<file path="config.mk">
export PLATFORM = sky130hd
export DESIGN_NAME = mem_arbiter
export DESIGN_NICKNAME = d
export VERILOG_FILES = /design/src/rtl/mem_bus_pkg.sv /design/src/rtl/bus_timeout.sv /design/src/rtl/mem_arbiter.sv
export SDC_FILE = /design/constraint.sdc
export NUM_CORES = 1
export LEC_CHECK = 0
export ABC_AREA = 1
export BUFFER_PORTS_ARGS = -buffer_cell sky130_fd_sc_hd__buf_2
export CAP_MARGIN = 25
export CELL_PAD_IN_SITES_DETAIL_PLACEMENT = 0
export CELL_PAD_IN_SITES_GLOBAL_PLACEMENT = 1
export CORE_AREA = 2 2 119 121
export CTS_CLUSTER_DIAMETER = 200
export DETAILED_ROUTE_END_ITERATION = 10
export DIE_AREA = 0 0 121 123
export HOLD_SLACK_MARGIN = 0.08
export MAX_ROUTING_LAYER = met4
export PLACE_DENSITY_LB_ADDON = 0.1
export SYNTH_ARGS = -nofsm -noshare
export SYNTH_HDL_FRONTEND = slang
export SYNTH_SLANG_ARGS = --single-unit
</file>
<file path="constraint.sdc">
create_clock -name i_clk -period 1.5 [get_ports i_clk]
set_input_delay 0.15 -clock i_clk [delete_from_list [all_inputs] [get_ports i_clk]]
set_output_delay 0.15 -clock i_clk [all_outputs]
set_load 0.02 [all_outputs]
</file>
<file path="src/rtl/mem_bus_pkg.sv">
// Shared bus definitions for the physical memory arbiter: widths, owner ids and FSM encoding.
package mem_bus_pkg;
    localparam int ADDR_W = 32;
    localparam int DAT_W  = 32;
    localparam int SEL_W  = 4;

    localparam logic OWNER_M0 = 1'b0;
    localparam logic OWNER_M1 = 1'b1;

    typedef enum logic {
        ST_IDLE = 1'b0,
        ST_BUSY = 1'b1
    } state_e;
endpackage

</file>
<file path="src/rtl/bus_timeout.sv">
// Cycle counter for an outstanding bus transaction; o_expire fires on the last allowed cycle.
module bus_timeout #(
    parameter int TIMEOUT = 1024,
    parameter int TO_W    = 11
) (
    input  logic i_clk,
    input  logic i_rst,
    input  logic i_clr,
    input  logic i_en,
    output logic o_expire
);
    localparam logic [TO_W-1:0] LAST_CNT = TO_W'(TIMEOUT - 1);

    logic [TO_W-1:0] cnt_q;

    always_ff @(posedge i_clk or posedge i_rst) begin
        if (i_rst) begin
            cnt_q <= '0;
        end else if (i_clr) begin
            cnt_q <= '0;
        end else if (i_en) begin
            cnt_q <= cnt_q + TO_W'(1);
        end
    end

    // TIMEOUT of zero disables expiry entirely.
    assign o_expire = (TIMEOUT != 0) && i_en && (cnt_q == LAST_CNT);
endmodule

</file>
<file path="src/rtl/mem_arbiter.sv">
// Round-robin arbiter serialising the fetch (m0) and data (m1) translators onto one slave bus.
module mem_arbiter
    import mem_bus_pkg::*;
#(
    parameter int TIMEOUT = 1024,
    parameter int TO_W    = 11
) (
    input  logic              i_clk,
    input  logic              i_rst,
    input  logic [ADDR_W-1:0] i_m0_addr,
    input  logic              i_m0_stb,
    input  logic [SEL_W-1:0]  i_m0_we,
    input  logic [DAT_W-1:0]  i_m0_dat_w,
    output logic              o_m0_ack,
    output logic              o_m0_err,
    output logic [DAT_W-1:0]  o_m0_dat_r,
    input  logic [ADDR_W-1:0] i_m1_addr,
    input  logic              i_m1_stb,
    input  logic [SEL_W-1:0]  i_m1_we,
    input  logic [DAT_W-1:0]  i_m1_dat_w,
    output logic              o_m1_ack,
    output logic              o_m1_err,
    output logic [DAT_W-1:0]  o_m1_dat_r,
    output logic [ADDR_W-1:0] o_addr,
    output logic              o_stb,
    output logic [SEL_W-1:0]  o_we,
    output logic [DAT_W-1:0]  o_dat_w,
    input  logic              i_ack,
    input  logic [DAT_W-1:0]  i_dat_r
);
    state_e     state_q;
    logic       owner_q;
    logic       last_q;
    logic [1:0] pending_q;
    logic [1:0] pending_d;
    logic       stb_q;
    logic [1:0] err_q;

    logic       busy;
    logic [1:0] req;
    logic       winner;
    logic       grant;
    logic       expire;

    assign busy   = (state_q == ST_BUSY);
    assign req    = pending_q | {i_m1_stb, i_m0_stb};
    assign winner = (req == 2'b11) ? ~last_q : req[1];
    assign grant  = !busy && (req != 2'b00);

    // The owner re-strobing mid-transaction is a protocol violation and is dropped.
    always_comb begin
        pending_d = pending_q | {i_m1_stb, i_m0_stb};
        if (busy)
            pending_d[owner_q] = pending_q[owner_q];
        if (grant)
            pending_d[winner] = 1'b0;
    end

    bus_timeout #(
        .TIMEOUT (TIMEOUT),
        .TO_W    (TO_W)
    ) u_timeout (
        .i_clk    (i_clk),
        .i_rst    (i_rst),
        .i_clr    (grant),
        .i_en     (busy && !i_ack),
        .o_expire (expire)
    );

    always_ff @(posedge i_clk or posedge i_rst) begin
        if (i_rst) begin
            state_q   <= ST_IDLE;
            owner_q   <= OWNER_M0;
            last_q    <= OWNER_M1;
            pending_q <= 2'b00;
            stb_q     <= 1'b0;
            err_q     <= 2'b00;
        end else begin
            pending_q <= pending_d;
            stb_q     <= grant;
            err_q     <= 2'b00;
            case (state_q)
                ST_IDLE: begin
                    if (grant) begin
                        owner_q <= winner;
                        state_q <= ST_BUSY;
                    end
                end
                ST_BUSY: begin
                    // An ack on the expiry cycle takes precedence over the error.
                    if (i_ack) begin
                        state_q <= ST_IDLE;
                        last_q  <= owner_q;
                    end else if (expire) begin
                        err_q[owner_q] <= 1'b1;
                        state_q        <= ST_IDLE;
                        last_q         <= owner_q;
                    end
                end
                default: state_q <= ST_IDLE;
            endcase
        end
    end

    assign o_stb   = stb_q;
    assign o_addr  = (owner_q == OWNER_M1) ? i_m1_addr  : i_m0_addr;
    assign o_dat_w = (owner_q == OWNER_M1) ? i_m1_dat_w : i_m0_dat_w;
    assign o_we    = !busy ? '0 : ((owner_q == OWNER_M1) ? i_m1_we : i_m0_we);

    assign o_m0_ack   = busy && i_ack && (owner_q == OWNER_M0);
    assign o_m1_ack   = busy && i_ack && (owner_q == OWNER_M1);
    assign o_m0_err   = err_q[0];
    assign o_m1_err   = err_q[1];
    assign o_m0_dat_r = i_dat_r;
    assign o_m1_dat_r = i_dat_r;
endmodule
</file>
==> flow_summary_export.csv, run 1 <==
group,metric,value,unit
timing,maxSlewViolCount,0,
timing,rsz0062_at_grt,"true",
critical_path,path_class,"reg -> out",
min_path,hold_path_class,"in -> reg",
global_route,grt_max_degree,36,
synth,yosys.area.top_type,"nand2_1",
timing,finalSetupViolCount,5,
flow_run,drv_cap,0,
timing,max_freq,0.660,GHz
final_layout,utilization,0.297,
route,first_pass_iters,4,
critical_path,cp-startpoint,"owner_q",
critical_path,r2r_start,"u_timeout.cnt_q[0]",
critical_path,reg2reg_to,"u_timeout.cnt_q[6]",
synth,avgSynthCellArea,5.60,µm²
placed_design,place_congestion,0.738,
route,via_per_inst,4.03,
timing,hold_viol,0,
clock_tree,cts_max_level,1,
critical_path,critical_path_arrival,1370,ps
clock_tree,cts_buffer_depth,2,
synth,yosysSeqAreaShare,0.211,
placed_design,port_buffers,213,
synth,dominantRegCellSynth,"dfrtp_1",
synth,yosysMostFrequentCell,"nand2_1",
timing,period_share,1.01,
placed_design,hpwlAfterDp,8420,µm
final_layout,fillCellCount,1538,
power_and_ir_drop,vdd_drop_max,707,µV
floorplan,io_pins,310,
synth,netlist_top_cells_area,"nand2_1 37%, buf_4 21%, dfrtp_1 20%",
timing,whs,84.9,ps
power_and_ir_drop,p_leak,2.31,nW
synth,ys.warnings.count,0,
synth,syn_area,0.00226,mm²
synth,postSynth.asyncResetShare,1.00,
critical_path,reg2regPathDepth,8,
floorplan,rows,43,
critical_path,required,1350,ps
global_route,grt.total_usage,0.131,
route,drtAntennaViolNets,0,
status,status,"finished with violations",
global_route,grt_pass1_vias,2588,
synth,netlist.area_leader.share,0.374,
critical_path,cp-start-kind,"register",
global_route,grt_first_pass_wirelength,14600,µm
floorplan,die_y,123,µm
global_route,grt-ovfl-total,0,
power_and_ir_drop,powerDensity,1950,mW/mm²
floorplan,core-area,0.0136,mm²
route,num_vias,3025,
min_path,min_path_cells,2,
timing,fin_skew,1.44,ps
global_route,antenna_found_initial,1,
final_layout,drive_above_1_share,0.545,
critical_path,crit_fanout,9,
synth,synthDistinctLibCells,23,
synth,ys_top_cells_by_count,"225 x nand2_1, 64 x buf_4, 21 x nor2_1",
clock_tree,cts_made_buffers,3,
floorplan,start_util,0.166,
clock_tree,cts_tree,"yes",
route,drtIter0Drc,98,
route,wire_per_inst,16.2,µm
route,routed_wl,12200,µm
floorplan,dieArea,0.0149,mm²
final_layout,nNetsFinal,744,
placed_design,dp_cells,725,
critical_path,reg2reg_slack,100,ps
clock_tree,insertion_delay,250,ps
clock_tree,cts.sinks,19,
synth,postSynthCellCount,403,
clock_tree,clockRootBuffer,"clkbuf_16",
critical_path,crit_end,"o_dat_w[14]",
final_layout,syn2layout_area_growth,79.3,%
synth,synth-edff-count,0,
final_layout,fin_cells,750,
timing,min_period,1520,ps
timing,maxSlewHeadroom,0.738,
status,failed_checks,"setup timing",
floorplan,dieWidth,121,µm
synth,ys_ff_latch,19,
clock_tree,clkTransAtPathRegs,60,ps
timing,tightest_slew,392,ps
route,drc,0,
timing,fin_ws,-15.6,ps
critical_path,endpoint_kind,"output port",
power_and_ir_drop,total_power,0.00788,W
synth,syn-num-nets,577,
registers in the layout (all words and copies together) (netlist names):
signal	count
err_q	2
pending_q	2
last_q	1
u_timeout.cnt_q	11
owner_q	1
o_stb	1
busy	1
through the flow:
step	setup slack [ps]	instance area (µm²)	TNS, ps
floorplan	192	2260	0
global placement	116	3110	0
detailed placement	105	3110	0
CTS	-34.4	3240	-877
global route	-77.1	4050	-1600
finish	-15.6	4050	-50.0
how the worst min path moves through the flow:
| stage | to | start | slack (ps) |
|---|---|---|---|
| global placement | o_stb | i_rst | 200 |
| floorplan | busy | i_rst | 100 |
| global route | err_q[0] | i_ack | 100 |
| finish | err_q[0] | i_ack | 80 |
| detailed placement | o_stb | i_rst | 200 |
| CTS | err_q[0] | i_ack | 80 |
worst max-delay path, stage by stage, from the launching register on:
cell and delay [ps]:
dfrtp_2 490, buf_12 180, clkbuf_16 170, nand2_1 60, nand2_1 50, buf_4 150
cell families after synthesis:
group	count (synthesis)	share of synthesized area
AOI/OAI and AO/OA	24	0.0577
buffers and inverters	97	0.270
and+or+nand+nor	262	0.456
DFF	19	0.211
adders and majority gates	1	0.00555
placed cells by master, fill, tap and decap left out, drive strengths merged:
cell type / instances
nor2: 21
nand3: 6
a22o: 1
a21oi: 15
dfstp: 1
o21bai: 1
ha: 1
diode: 1
dfrtp: 18
dlygate4sd3: 1
inv: 18
clkbuf: 7
a21o: 1
a31oi: 1
nor3: 4
nand4: 3
buf: 235
o21ai: 5
clkinv: 1
clkinvlp: 1
nand2: 228
area by class of cell:
cell class / instances / area, µm² / share of cell area
Antenna cell: 1 / 2.50 / 0.000619
Clock buffer: 3 / 75.1 / 0.0186
Clock inverter: 1 / 5.00 / 0.00124
Inverter: 18 / 78.8 / 0.0195
Multi-Input combinational cell: 287 / 1350 / 0.333
Sequential cell: 19 / 478 / 0.118
Tap cell: 180 / 225 / 0.0557
Timing Repair Buffer: 240 / 1830 / 0.452
Timing Repair inverter: 1 / 8.76 / 0.00217
power breakdown:
part	switching, W	internal (W)	leakage, nW
clock	0.000210	0.000358	0.0409
sequential	0.000126	0.000637	0.246
combinational	0.00359	0.00295	2.02
total	0.00393	0.00395	2.31
timing repair:
item                       CTS  global route
setup buffers                0             9
hold endpoints to repair    18             0
gates resized for setup      5           196
setup endpoints to repair   67            75
pin swaps                    0            10
hold buffers                 1             0
gates cloned                 1             9
routing by layer:
metal | vias to the layer above | global-route usage | share of wire
li1 | 1501 | - | -
met1 | 1358 | 0.152 | 0.38
met2 | 156 | 0.228 | 0.51
met3 | 10 | 0.0443 | 0.093
met4 | 0 | 0.0102 | 0.012
met5 | - | - | 0
No activity file was read; power rests on OpenSTA's default activity.
==> run 2, diff against run 1 <==
- SKIP_CTS_REPAIR_TIMING: not set -> 1
==> run 2 against run 1 <==
  * The run still ends with setup timing left
  * Non-clock buffer count is 7 lower
  * Fmax increased by 0.38%
  * Via count fell by 2.4%
  * Critical path depth unchanged
  * Clock skew rose by 0.80 ps
  * Global-route usage down 0.36 points
  * Routed wire length decreased by 7.3%
  * Critical endpoint is now o_dat_w[0]
==> flow_summary_export.csv, run 2 (synthesis results as in run 1) <==
group,metric,value,unit
final_layout,syn2layout_area_growth,71.4,%
timing,min_period,1510,ps
timing,tightest_slew,403,ps
placed_design,port_buffers,213,
timing,maxSlewHeadroom,0.731,
status,failed_checks,"setup timing",
route,routed_wl,11300,µm
route,drtAntennaViolNets,0,
final_layout,final-seq-area,478,µm²
clock_tree,cts_buffer_depth,2,
route,drtIter0Drc,97,
power_and_ir_drop,p_leak,2.23,nW
timing,maxSlewViolCount,0,
route,wire_per_inst,15.2,µm
placed_design,dp_slack,105,ps
timing,fin_setup_tns,-19.1,ps
floorplan,dieWidth,121,µm
global_route,grt_pass1_vias,2554,
timing,rsz0062_at_grt,"true",
final_layout,regMostFlops,"u_timeout.cnt_q",
clock_tree,clkTransAtPathRegs,60,ps
placed_design,hpwlAfterDp,8420,µm
global_route,grt_first_pass_wirelength,14200,µm
clock_tree,cts_made_buffers,3,
power_and_ir_drop,powerDensity,1890,mW/mm²
flow_run,drv_cap,0,
critical_path,path_cells,"buf_12 -> buf_4 -> nand2_1 -> nand2_1 -> buf_4",
global_route,grt.total_usage,0.127,
min_path,hold_path_class,"in -> reg",
final_layout,nNetsFinal,737,
final_layout,top_regs,"u_timeout.cnt_q: 11 flops, err_q: 2 flops, pending_q: 2 flops",
route,first_pass_iters,4,
final_layout,mostFrequentLayoutCells,"192 x nand2_1, 144 x buf_2, 55 x buf_6",
floorplan,io_pins,310,
final_layout,drive_above_1_share,0.509,
floorplan,dieArea,0.0149,mm²
power_and_ir_drop,vdd_drop_max,691,µV
final_layout,final_common_cell,"nand2_1",
timing,finalSetupViolCount,6,
global_route,antenna_found_initial,0,
floorplan,rows,43,
clock_tree,cts.sinks,19,
route,drc,0,
floorplan,start_util,0.166,
final_layout,multi_input_area,0.00129,mm²
critical_path,crit_fanout,12,
critical_path,critical_path_arrival,1360,ps
clock_tree,cts_max_level,1,
critical_path,critPathMaxStageDelay,510,ps
final_layout,largest_reg_flops,11,
power_and_ir_drop,total_power,0.00730,W
clock_tree,cts_tree,"yes",
status,status,"finished with violations",
critical_path,required,1350,ps
clock_tree,insertion_delay,250,ps
placed_design,place_congestion,0.738,
floorplan,die_y,123,µm
route,num_vias,2951,
route,via_per_inst,3.97,
timing,fin_skew,2.24,ps
global_route,grt-ovfl-total,0,
critical_path,endpoint_kind,"output port",
critical_path,cp-start-kind,"register",
timing,max_freq,0.662,GHz
critical_path,path_class,"reg -> out",
global_route,grt_max_degree,71,
floorplan,core-area,0.0136,mm²
critical_path,slowest_stage,"dfrtp_2",
clock_tree,clockRootBuffer,"clkbuf_16",
timing,hold_viol,0,
final_layout,fillCellCount,1542,
timing,period_share,1.01,
timing,fin_ws,-9.85,ps
==> run 2: final timing paths <==
check	start	end	slack [ps]	cells after the start
worst max-delay path	owner_q	o_dat_w[0]	-10	5
worst min register to register	last_q	last_q	470	2
max in group asynchronous	i_rst	last_q	760	4
min in group asynchronous	i_rst	o_stb	460	4
worst max register to register	u_timeout.cnt_q[0]	u_timeout.cnt_q[6]	110	8
worst min-delay path	i_ack	err_q[0]	80	2
==> run 2: where the power goes <==
part	internal (W)	leakage, nW	switching (W)	total, W
clock	0.000358	0.0409	0.000211	0.000569
sequential	0.000637	0.246	0.000135	0.000772
combinational	0.00262	1.94	0.00334	0.00596
total	0.00362	2.23	0.00368	0.00730
==> run 2: routing by layer <==
metal  part of all wire  GRT usage  vias to the layer above
met5                  0          -                        -
met4             0.0061     0.0102                        0
met3              0.091     0.0443                        4
met2               0.51      0.219                      161
met1               0.39      0.148                     1307
li1                   -          -                     1479
==> run 2: worst max-delay path, delay by kind of cell (launching register included) <==
kind,cells,cell delay [ps]
buffers and inverters,3,480
flip-flops,1,510
AND/OR/NAND/NOR,2,120
==> run 2: per-stage QoR <==
step / instances / area [µm²] / hold slack (ps) / util
2_1_floorplan: 403 / 2260 / 100 / -
6_report: 743 / 3870 / 84.7 / 0.284
5_1_grt: 742 / 3860 / 97.6 / 0.284
3_3_place_gp: 725 / 3110 / 198 / 0.228
3_5_place_dp: 725 / 3110 / 198 / 0.228
4_1_cts: 729 / 3190 / -75.2 / 0.234
==> run 2: final cells by class <==
cell class | instances | area share
Timing Repair inverter | 1 | 0.00162
Clock buffer | 3 | 0.0194
Inverter | 18 | 0.0204
Sequential cell | 19 | 0.124
Tap cell | 180 | 0.0582
Clock inverter | 1 | 0.00129
Antenna cell | 1 | 0.000647
Multi-Input combinational cell | 287 | 0.333
Timing Repair Buffer | 233 | 0.442
==> run 3, diff against run 2 <==
- CORE_AREA: 2 2 119 121 -> not set
- CORE_MARGIN: not set -> 1.5
- CORE_UTILIZATION: not set -> 16
- DIE_AREA: 0 0 121 123 -> not set
- clock period: 1.5 -> 1.2 ns (I/O delays scaled with it)
==> run 3 against run 2 <==
  * The flow still finishes with violations (setup timing)
  * Core utilization is 0.83 points lower
  * Count of clock-buffer cells in the layout is 1 higher
  * Hold slack worse by 3.4 ps
  * Routed wire length hardly changed
  * Global-route usage is 1.1 points higher
  * Largest power group unchanged
  * Register-to-register slack worse by 250 ps
  * Flip-flop and latch count stayed put
  * Cell area is 1.4% lower
==> flow_summary_export.csv, run 3 (synthesis results as in run 1) <==
group,metric,value,unit
power_and_ir_drop,total_power,0.00846,W
power_and_ir_drop,netSwitchingPower,0.00434,W
final_layout,final_common_cell,"nand2_1",
placed_design,dpl_cell_area,0.00328,mm²
critical_path,path_class,"reg -> out",
final_layout,top_regs,"u_timeout.cnt_q: 11 flops, err_q: 2 flops, pending_q: 2 flops",
power_and_ir_drop,p_clk_frac,0.081,
placed_design,hpwlAfterDp,9280,µm
status,status,"finished with violations",
route,routed_wl,11300,µm
route,via_per_inst,3.89,
power_and_ir_drop,p_leak,2.24,nW
timing,period_share,1.18,
min_path,hold_path_class,"in -> reg",
final_layout,fin_cells,758,
timing,fin_ws,-214,ps
route,drtIter0Drc,185,
critical_path,crit_family,"buffers and inverters",
placed_design,place_congestion,0.758,
floorplan,die_y,122,µm
clock_tree,clockRootBuffer,"clkbuf_16",
critical_path,reg2regPathDepth,7,
critical_path,reg2reg_slack,-140,ps
clock_tree,cts_made_buffers,3,
floorplan,core-area,0.0138,mm²
critical_path,endpoint_kind,"output port",
route,num_vias,2949,
placed_design,dp_cells,742,
critical_path,cp-start-kind,"register",
timing,maxSlewViolCount,0,
timing,maxSlewHeadroom,0.812,
critical_path,cp.buffers_inverters,3,
floorplan,start_util,0.163,
critical_path,crit_fanout,20,
final_layout,syn2layout_area_growth,69.1,%
timing,finalSetupViolCount,80,
power_and_ir_drop,internal-power,0.00412,W
clock_tree,cts_max_level,1,
route,first_pass_iters,4,
global_route,antenna_found_initial,1,
floorplan,rows,43,
clock_tree,insertion_delay,250,ps
floorplan,dieWidth,122,µm
final_layout,nNetsFinal,752,
route,wire_per_inst,14.9,µm
final_layout,fillCellCount,1594,
clock_tree,cts_buffer_depth,2,
critical_path,critPathMaxStageDelay,430,ps
timing,max_freq,0.707,GHz
power_and_ir_drop,p_comb_frac,0.808,
power_and_ir_drop,powerDensity,2220,mW/mm²
floorplan,io_pins,310,
timing,tightest_slew,281,ps
route,drc,0,
clock_tree,clkTransAtPathRegs,60,ps
status,failed_checks,"setup timing",
route,drtAntennaViolNets,0,
clock_tree,cts.sinks,19,
final_layout,final_area,0.00381,mm²
critical_path,cpMostUsedCell,"nand2_1",
placed_design,dp_slack,-147,ps
global_route,grt_pass1_vias,2607,
global_route,grt_first_pass_wirelength,15300,µm
final_layout,mostFrequentLayoutCells,"216 x nand2_1, 173 x buf_2, 38 x buf_4",
critical_path,path_cells,"buf_6 -> buf_12 -> nand2_1 -> nand2_1 -> buf_4",
min_path,min_path_cells,2,
global_route,grt.total_usage,0.138,
critical_path,path_depth,5,
global_route,grt-ovfl-total,0,
timing,fin_skew,2.69,ps
placed_design,port_buffers,213,
critical_path,required,1080,ps
critical_path,slowest_stage,"dfrtp_2",
clock_tree,cts_tree,"yes",
timing,min_period,1410,ps
global_route,grt_max_degree,34,
timing,hold_viol,0,
power_and_ir_drop,swShare,0.514,
timing,whs,81.3,ps
timing,rsz0062_at_grt,"true",
flow_run,drv_cap,0,
final_layout,regMostFlops,"u_timeout.cnt_q",
critical_path,critical_path_arrival,1290,ps
final_layout,drive_above_1_share,0.508,
power_and_ir_drop,seqPwrFrac,0.111,
final_layout,largest_reg_flops,11,
floorplan,dieArea,0.0148,mm²
power_and_ir_drop,vdd_drop_max,827,µV
## run 3: per-stage QoR
stage / setup TNS, ps / utilization
after CTS: -16060 / 0.243
after detailed placement: -674 / 0.237
after floorplan: 0 / -
after global routing: -18420 / 0.276
final: -12820 / 0.276
after global placement: -370 / 0.237
## run 3: path summary, 6_finish.rpt
kind | start | to
max | owner_q | o_addr[17]
min | i_ack | err_q[0]
max reg2reg | u_timeout.cnt_q[1] | u_timeout.cnt_q[6]
min reg2reg | last_q | last_q
max in group asynchronous | i_rst | last_q
min in group asynchronous | i_rst | u_timeout.cnt_q[9]
## run 3: layout make-up
cell class / count / area (µm²) / share of cell area
flip-flops and latches: 19 / 479 / 0.126
repair buffers: 249 / 1640 / 0.429
clock buffers: 4 / 78.8 / 0.0207
inverters: 18 / 78.8 / 0.0207
diodes: 1 / 2.50 / 0.000656
well taps: 180 / 225 / 0.0591
multi-input cells: 287 / 1310 / 0.344
## run 3: routing by layer
metal / global-route usage / share of wire
met3: 0.0777 / 0.14
met4: 0.00956 / 0.0042
met1: 0.151 / 0.36
met5: - / 0
met2: 0.228 / 0.50
## run 3: power by group through the flow
stage / Combinational, W / Clock [W] / Sequential, W
6_report: 0.00683 / 0.000685 / 0.000942
5_1_grt: 0.00744 / 0.000753 / 0.000961
4_1_cts: 0.00579 / 0.000726 / 0.000898
3_5_place_dp: 0.00576 / 0 / 0.000907
3_3_place_gp: 0.00580 / 0 / 0.000899
2_1_floorplan: 0.00360 / 0 / 0.000901
